`src/rtl/imm_ext_unit.sv`:
```
// Immediate-extension stage between decode and the ALU/branch operand mux.
// Extends the raw immediate by opcode class and queues results in a 2-entry buffer.
module imm_ext_unit #(
    parameter int IMM_W    = 16,
    parameter int DATA_W   = 32,
    parameter int BR_SHIFT = 2,
    parameter int CNT_W    = 8
) (
    input  logic              Clk,
    input  logic              Rst,
    input  logic              In_valid,
    output logic              In_ready,
    input  logic [5:0]        Opcode,
    input  logic [IMM_W-1:0]  Immed_in,
    output logic              Out_valid,
    input  logic              Out_ready,
    output logic [DATA_W-1:0] Immed_out,
    output logic              Illegal_out,
    output logic              Err_sticky,
    input  logic              Err_clr,
    output logic [CNT_W-1:0]  Illegal_cnt
);

    // Returns {illegal, extended_value}; unmapped opcodes yield zero data.
    function automatic logic [DATA_W:0] extend_imm(input logic [5:0] op,
                                                   input logic [IMM_W-1:0] imm);
        logic signed [IMM_W-1:0]  imm_s;
        logic signed [DATA_W-1:0] sext;
        logic [DATA_W:0]          res;
        imm_s = imm;
        sext  = DATA_W'(imm_s);
        res   = '0;
        case (op)
            6'b111000, 6'b110000, 6'b000011,
            6'b000111, 6'b001111, 6'b011111: res = {1'b0, sext};
            6'b110010, 6'b110011:            res = {1'b0, {(DATA_W-IMM_W){1'b0}}, imm};
            6'b111001:                       res = {1'b0, imm, {(DATA_W-IMM_W){1'b0}}};
            6'b111111, 6'b000000, 6'b000001: res = {1'b0, sext <<< BR_SHIFT};
            default:                         res = {1'b1, {DATA_W{1'b0}}};
        endcase
        return res;
    endfunction

    logic [DATA_W-1:0] ext_data_p0;
    logic              ext_ill_p0;
    logic              vld_p0;
    logic              pop;

    logic [DATA_W-1:0] buf_data_p1 [2];
    logic              buf_ill_p1  [2];
    logic              wr_ptr;
    logic              rd_ptr;
    logic [1:0]        count;

    // Stage p0: combinational extension of the incoming request
    assign {ext_ill_p0, ext_data_p0} = extend_imm(Opcode, Immed_in);

    assign In_ready  = (count < 2'd2);
    assign Out_valid = (count != 2'd0);
    assign vld_p0    = In_valid && In_ready;
    assign pop       = Out_valid && Out_ready;

    // Stage p1: buffered results; payload is not reset, only the control around it
    always_ff @(posedge Clk) begin
        if (vld_p0) begin
            buf_data_p1[wr_ptr] <= ext_data_p0;
            buf_ill_p1[wr_ptr]  <= ext_ill_p0;
        end
    end

    always_ff @(posedge Clk) begin
        if (Rst) begin
            wr_ptr <= 1'b0;
            rd_ptr <= 1'b0;
            count  <= 2'd0;
        end else begin
            if (vld_p0) wr_ptr <= ~wr_ptr;
            if (pop)    rd_ptr <= ~rd_ptr;
            case ({vld_p0, pop})
                2'b10:   count <= count + 2'd1;
                2'b01:   count <= count - 2'd1;
                default: count <= count;
            endcase
        end
    end

    // Set has priority over clear so an illegal accept is never lost
    always_ff @(posedge Clk) begin
        if (Rst) begin
            Err_sticky  <= 1'b0;
            Illegal_cnt <= '0;
        end else begin
            if (vld_p0 && ext_ill_p0) begin
                Err_sticky <= 1'b1;
                if (Illegal_cnt != {CNT_W{1'b1}}) Illegal_cnt <= Illegal_cnt + CNT_W'(1);
            end else if (Err_clr) begin
                Err_sticky <= 1'b0;
            end
        end
    end

    always_comb begin
        Immed_out   = '0;
        Illegal_out = 1'b0;
        if (Out_valid) begin
            Immed_out   = buf_data_p1[rd_ptr];
            Illegal_out = buf_ill_p1[rd_ptr];
        end
    end

endmodule
```
`config.mk`:
```
export PLATFORM = sky130hd
export DESIGN_NAME = imm_ext_unit
export DESIGN_NICKNAME = d
export VERILOG_FILES = /design/src/rtl/imm_ext_unit.sv
export SDC_FILE = /design/constraint.sdc
export NUM_CORES = 1
export LEC_CHECK = 0
export CORE_MARGIN = 2
export CORE_UTILIZATION = 25
export CTS_BUF_LIST = sky130_fd_sc_hd__clkbuf_8
export DETAILED_ROUTE_END_ITERATION = 8
export PLACE_DENSITY = 0.46
export SLEW_MARGIN = 40
export SYNTH_ARGS = -nofsm -noshare
export SYNTH_HDL_FRONTEND = slang
export SYNTH_SLANG_ARGS = --single-unit
export TNS_END_PERCENT = 30
```
`constraint.sdc`:
```
create_clock -name Clk -period 8.5 [get_ports Clk]
set_input_delay 1.275 -clock Clk [delete_from_list [all_inputs] [get_ports Clk]]
set_output_delay 1.275 -clock Clk [all_outputs]
set_load 0.01 [all_outputs]
```
Word-level counts from Yosys, hierarchy flattened
Memory sizes are Yosys's and may differ from the RTL's. A register that Yosys moved wholly into a read port is not among the register bits.
Cells that the tools add are included.

operators by class
  equal/unequal tests = 14
  magnitude comparators = 1
  multiplexer cells = 12
  add/sub/neg operators = 3
  bitwise logic cells = 2
  reductions and logical operators = 11

operators with widths
  cell                                                                 count
  33-bit case mux with 4 select lines                                  1
  6-bit == test (second input constant)                                6
  32-bit 2-to-1 mux                                                    1
  1-bit 2-to-1 mux                                                     9
  8-bit by 1-bit adder with 8-bit output (second input constant)       1
  8-bit inequality test (second input constant)                        1
  6-bit by 1-bit == test with 1-bit output (second input constant)     1
  6-bit by 2-bit == test with 1-bit output (second input constant)     1
  6-bit by 3-bit == test with 1-bit output (second input constant)     1
  6-bit by 4-bit == test with 1-bit output (second input constant)     1
  6-bit by 5-bit == test with 1-bit output (second input constant)     1
  6-bit logical NOT                                                    1
  2-bit nonzero test                                                   3
  6-bit OR reduction                                                   1
  2-bit case mux with 2 select lines                                   1
  1-bit logical AND                                                    3
  3-bit OR reduction                                                   1
  2-bit by 1-bit adder with 2-bit output (second input constant)       1
  2-bit by 1-bit == test with 1-bit output (second input constant)     1
  2-bit == test (second input constant)                                1
  2-bit less-than comparator (second input constant)                   1
  1-bit NOT                                                            2
  2-bit AND reduction                                                  1
  2-bit OR reduction                                                   1
  2-bit by 1-bit subtractor with 2-bit output (second input constant)  1

storage, ports and cells
  logic and storage cells = 50
  RAM bits = 66
  memories kept = 2
  output and inout bits = 44
  bits in registers = 13

memories
  name         depth  width  rd ports  clocked after memory_dff  write ports  line  source
  buf_data_p1  2      32     1         1                         1            49    logic [DATA_W-1:0] buf_data_p1 [2];
  buf_ill_p1   2      1      1         1                         1            50    logic buf_ill_p1 [2];

Longest topological paths before layout
  word-level depth = 5
  gate-level depth with buffers = 8
  mapped depth without buffers = 7

Worst setup path before layout
OpenSTA, ideal clock, no wires.

  path kind = input to register
  start = input In_valid
  end = memory buf_data_p1[0][0], enable pin
  arrival = 3.263 ns
  cell stages on the path = 4
  path buffers = 1
  path slack = 4.812 ns
  data required time = 8.075 ns
  cells stage by stage = nor2b_1 > inv_1 > clkbuf_1 > nor2_1

on the way
  word-level cells in the longest chain between the ends = 3

RTL lines
  item                                    line  source
  start: declaration                      11    input logic In_valid,
  1-bit logical AND                       60    assign vld_p0 = In_valid && In_ready;
  1-bit 2-to-1 mux                        65    if (vld_p0) begin
  1-bit 2-to-1 mux (implied by the code)  66    buf_data_p1[wr_ptr] <= ext_data_p0;
  end: declaration                        49

No other way between the ends.

==> impl_metrics.ini <==
[status]
run_status = finished clean

[cts]
cts.clk_slew.worst_paths_ns = 0.08
ctsLongestPathBuffers = 2
cts.htree.levels = 3
cts_tree = done
cts_hold_buffers = 0
postCtsSetupRepairBufs = 0
cts.sinks = 80
insertion_delay_ns = 0.35
cts_buffers = 9
cts_root_buf = clkbuf_8
cts_resized = 0

[global_routing]
grt.overflow.total = 0
antenna_found_initial = 0
grt_max_degree = 34
grt_pass1_vias = 2590
grtUsageTotal_pct = 11.1
grt_pass1_wl_um = 13600

[critical_path]
critPathSlowestCell = dfxtp_4
slowest_delay_ns = 0.73
critical_path_arrival_ns = 2.09
worstReg2RegStart = count[1]
path_max_fanout = 33
crit_chain = mux2i_1 > nor2_1 > clkdlybuf4s50_1
path_class = register to output pin
end_kind = output pin
required_ns = 7.22
rrSetupSlack_ns = 6.47
start_kind = register

[layout]
layout.cells.non_filler = 553
antenna_cells = 0
nets = 394
drive_gt1_share_pct = 8.40
fin_area_um2 = 4790
syn_to_final_growth_pct = 29.7

[routing]
drc = 0
via_per_inst = 4.52
routed_wl_um = 8560
vias = 2498
routedWlPerCell_um = 15.5
first_pass_iters = 4
drt_iter0_drc = 142
ant_nets = 0

[power_and_ir_drop]
worst_ir_drop_vdd_v = 0.000104
powerDensity_nw_per_um2 = 259
p_leak_nw = 1.72

[yosys]
ys.flop_type = edfxtp_1
mappedNetlistArea_um2 = 3690
synth.top_cell.area_share_pct = 53.7
synth_area_leaders = edfxtp_1 (54%), mux2i_1 (8.9%), dfxtp_1 (7.6%)
ys_ff_latch = 80
synth_area_per_cell_um2 = 12.5
ys_seq_area_share_pct = 61.3
synth_edf_count = 66
yosys_warnings = 0
synth_top_cell_by_area = edfxtp_1
syn_nets = 325
synthDistinctLibCells = 43
syn_inst = 296
synthArstFlopShare_pct = 0

[timing]
relSlewSlack_pct = 54.8
max_freq_ghz = 0.297
rsz0062_at_grt = no
clock_skew_ns = 0.0155
finalWorstSetupSlack_ns = 5.14
fin_crit_ns = 3.36
report.final.slew_viol_count = 0
timing_worst_slew_pin_value_ns = 0.676
setup-tns-final_ns = 0
hold_viol = 0
setup_viol = 0
period_share_pct = 39.6

[job]
drv_cap = 0

[placement]
port_buffers = 70
dpl.cell_count = 538
dp_slack_ns = 5.02
place_area_um2 = 4630
hpwl_um = 5790
place_congestion = 0.742

[floorplanning]
die_h_um = 126
ios = 71
rows = 44
fp.coreArea_um2 = 14500
dieArea_um2 = 15800
die_w_um = 126
start_util_pct = 25.5

[hold_path]
min_from = Illegal_cnt[1]
hold_path_class = register to register
-- final timing paths --
path	to	cells past startpoint
max reg2reg	buf_data_p1[1][29]	4
max	Immed_out[28]	3
min reg2reg	Illegal_cnt[1]	2
min	Illegal_cnt[1]	2
-- state kept, by name (all words and copies together) (netlist names), named ones only --
signal / flops
buf_data_p1: 64
Illegal_cnt: 8
buf_ill_p1: 2
count: 2
Err_sticky: 1
rd_ptr: 1
wr_ptr: 1
-- Yosys cell counts, types with 2 or more instances --
cell      number
mux2i_1       33
xnor2_1        2
nor4_1         4
a21o_1        14
mux2_1         5
nor4b_1        2
a21oi_1        6
nand2_1        7
o31ai_1        3
buf_6          4
o21ai_0        2
dfxtp_1       14
nor3_1         3
edfxtp_1      66
or3_1          2
nor2_1        53
inv_1          7
a22o_1        15
nor2b_1        8
and2_1         4
nand3_1        5
ha_1           2
and3_1         2
o22ai_1        2
buf_2          2
clkbuf_1      12
-- kinds of logic after synthesis --
| group | after synthesis | synth area share, % |
|---|---|---|
| DFF | 80 | 61.3 |
| xor gates and xnor gates | 3 | 0.712 |
| adders and majority gates | 2 | 0.678 |
| buffers and inverters | 28 | 3.90 |
| AOI/OAI and AO/OA | 50 | 10.9 |
| and+or+nand+nor | 95 | 12.0 |
| muxes | 38 | 10.5 |
-- critical path, delay by kind of cell, from the launching register on --
kind	cells	cell delay (ns)
flops	1	0.73
simple gates	1	0.23
mux	1	0.18
buf+inv	1	0.59
-- power by group --
| group | internal, mW | switching (mW) | total [mW] |
|---|---|---|---|
| Combinational | 0.237 | 0.224 | 0.461 |
| Clock | 0.103 | 0.133 | 0.236 |
| Sequential | 0.496 | 0.0503 | 0.546 |
| Total | 0.835 | 0.407 | 1.24 |
-- final cells by class --
cell class | count | area (µm²)
fill | 1446 | 9690
sequential | 80 | 2270
multi-input combinational | 188 | 1310
timing repair buffer | 77 | 788
tap | 184 | 230
clock buffer | 9 | 124
clock inverter | 6 | 36.3
inverter | 9 | 36.3
-- cell usage in the layout (no fill, tap or decap), types with 2 or more instances in the layout --
master,synthesis,final
edfxtp_1,66,66
or3_1,2,2
a21o_1,14,14
clkdlybuf4s50_1,0,70
o21ai_0,2,2
dfxtp_1,14,13
nor2_4,0,2
nor2b_1,8,8
and3_1,2,2
xnor2_1,2,2
and2_1,4,4
ha_1,2,2
clkinvlp_4,0,2
buf_8,0,2
nand2_1,7,7
nor4_1,4,4
mux2i_1,33,33
nor4b_1,2,2
a22o_1,15,15
o31ai_1,3,3
o22ai_1,2,2
nand3_1,5,5
nor3_1,3,2
clkbuf_8,0,9
buf_4,1,4
inv_1,7,8
mux2_1,5,5
a21oi_1,6,6
nor2_1,53,50
-- metrics by stage --
step	hold slack (ns)	power, mW	utilization [%]
finish	0.526	1.24	33.1
global route	0.552	1.32	33.1
CTS	0.522	1.27	33.1
detailed placement	0.500	1.03	32.0
global placement	0.499	1.02	31.6
floorplan	0.481	0.778	-
-- layer usage --
| layer | GRT usage, % | vias up | wire (µm) |
|---|---|---|---|
| li1 | - | 1229 | - |
| met1 | 14.1 | 1214 | 3960 |
| met2 | 18.6 | 46 | 4190 |
| met3 | 2.44 | 9 | 299 |
| met4 | 3.92 | 0 | 111 |
| met5 | 0 | - | 0 |
No activity file was read; power rests on OpenSTA's default activity.
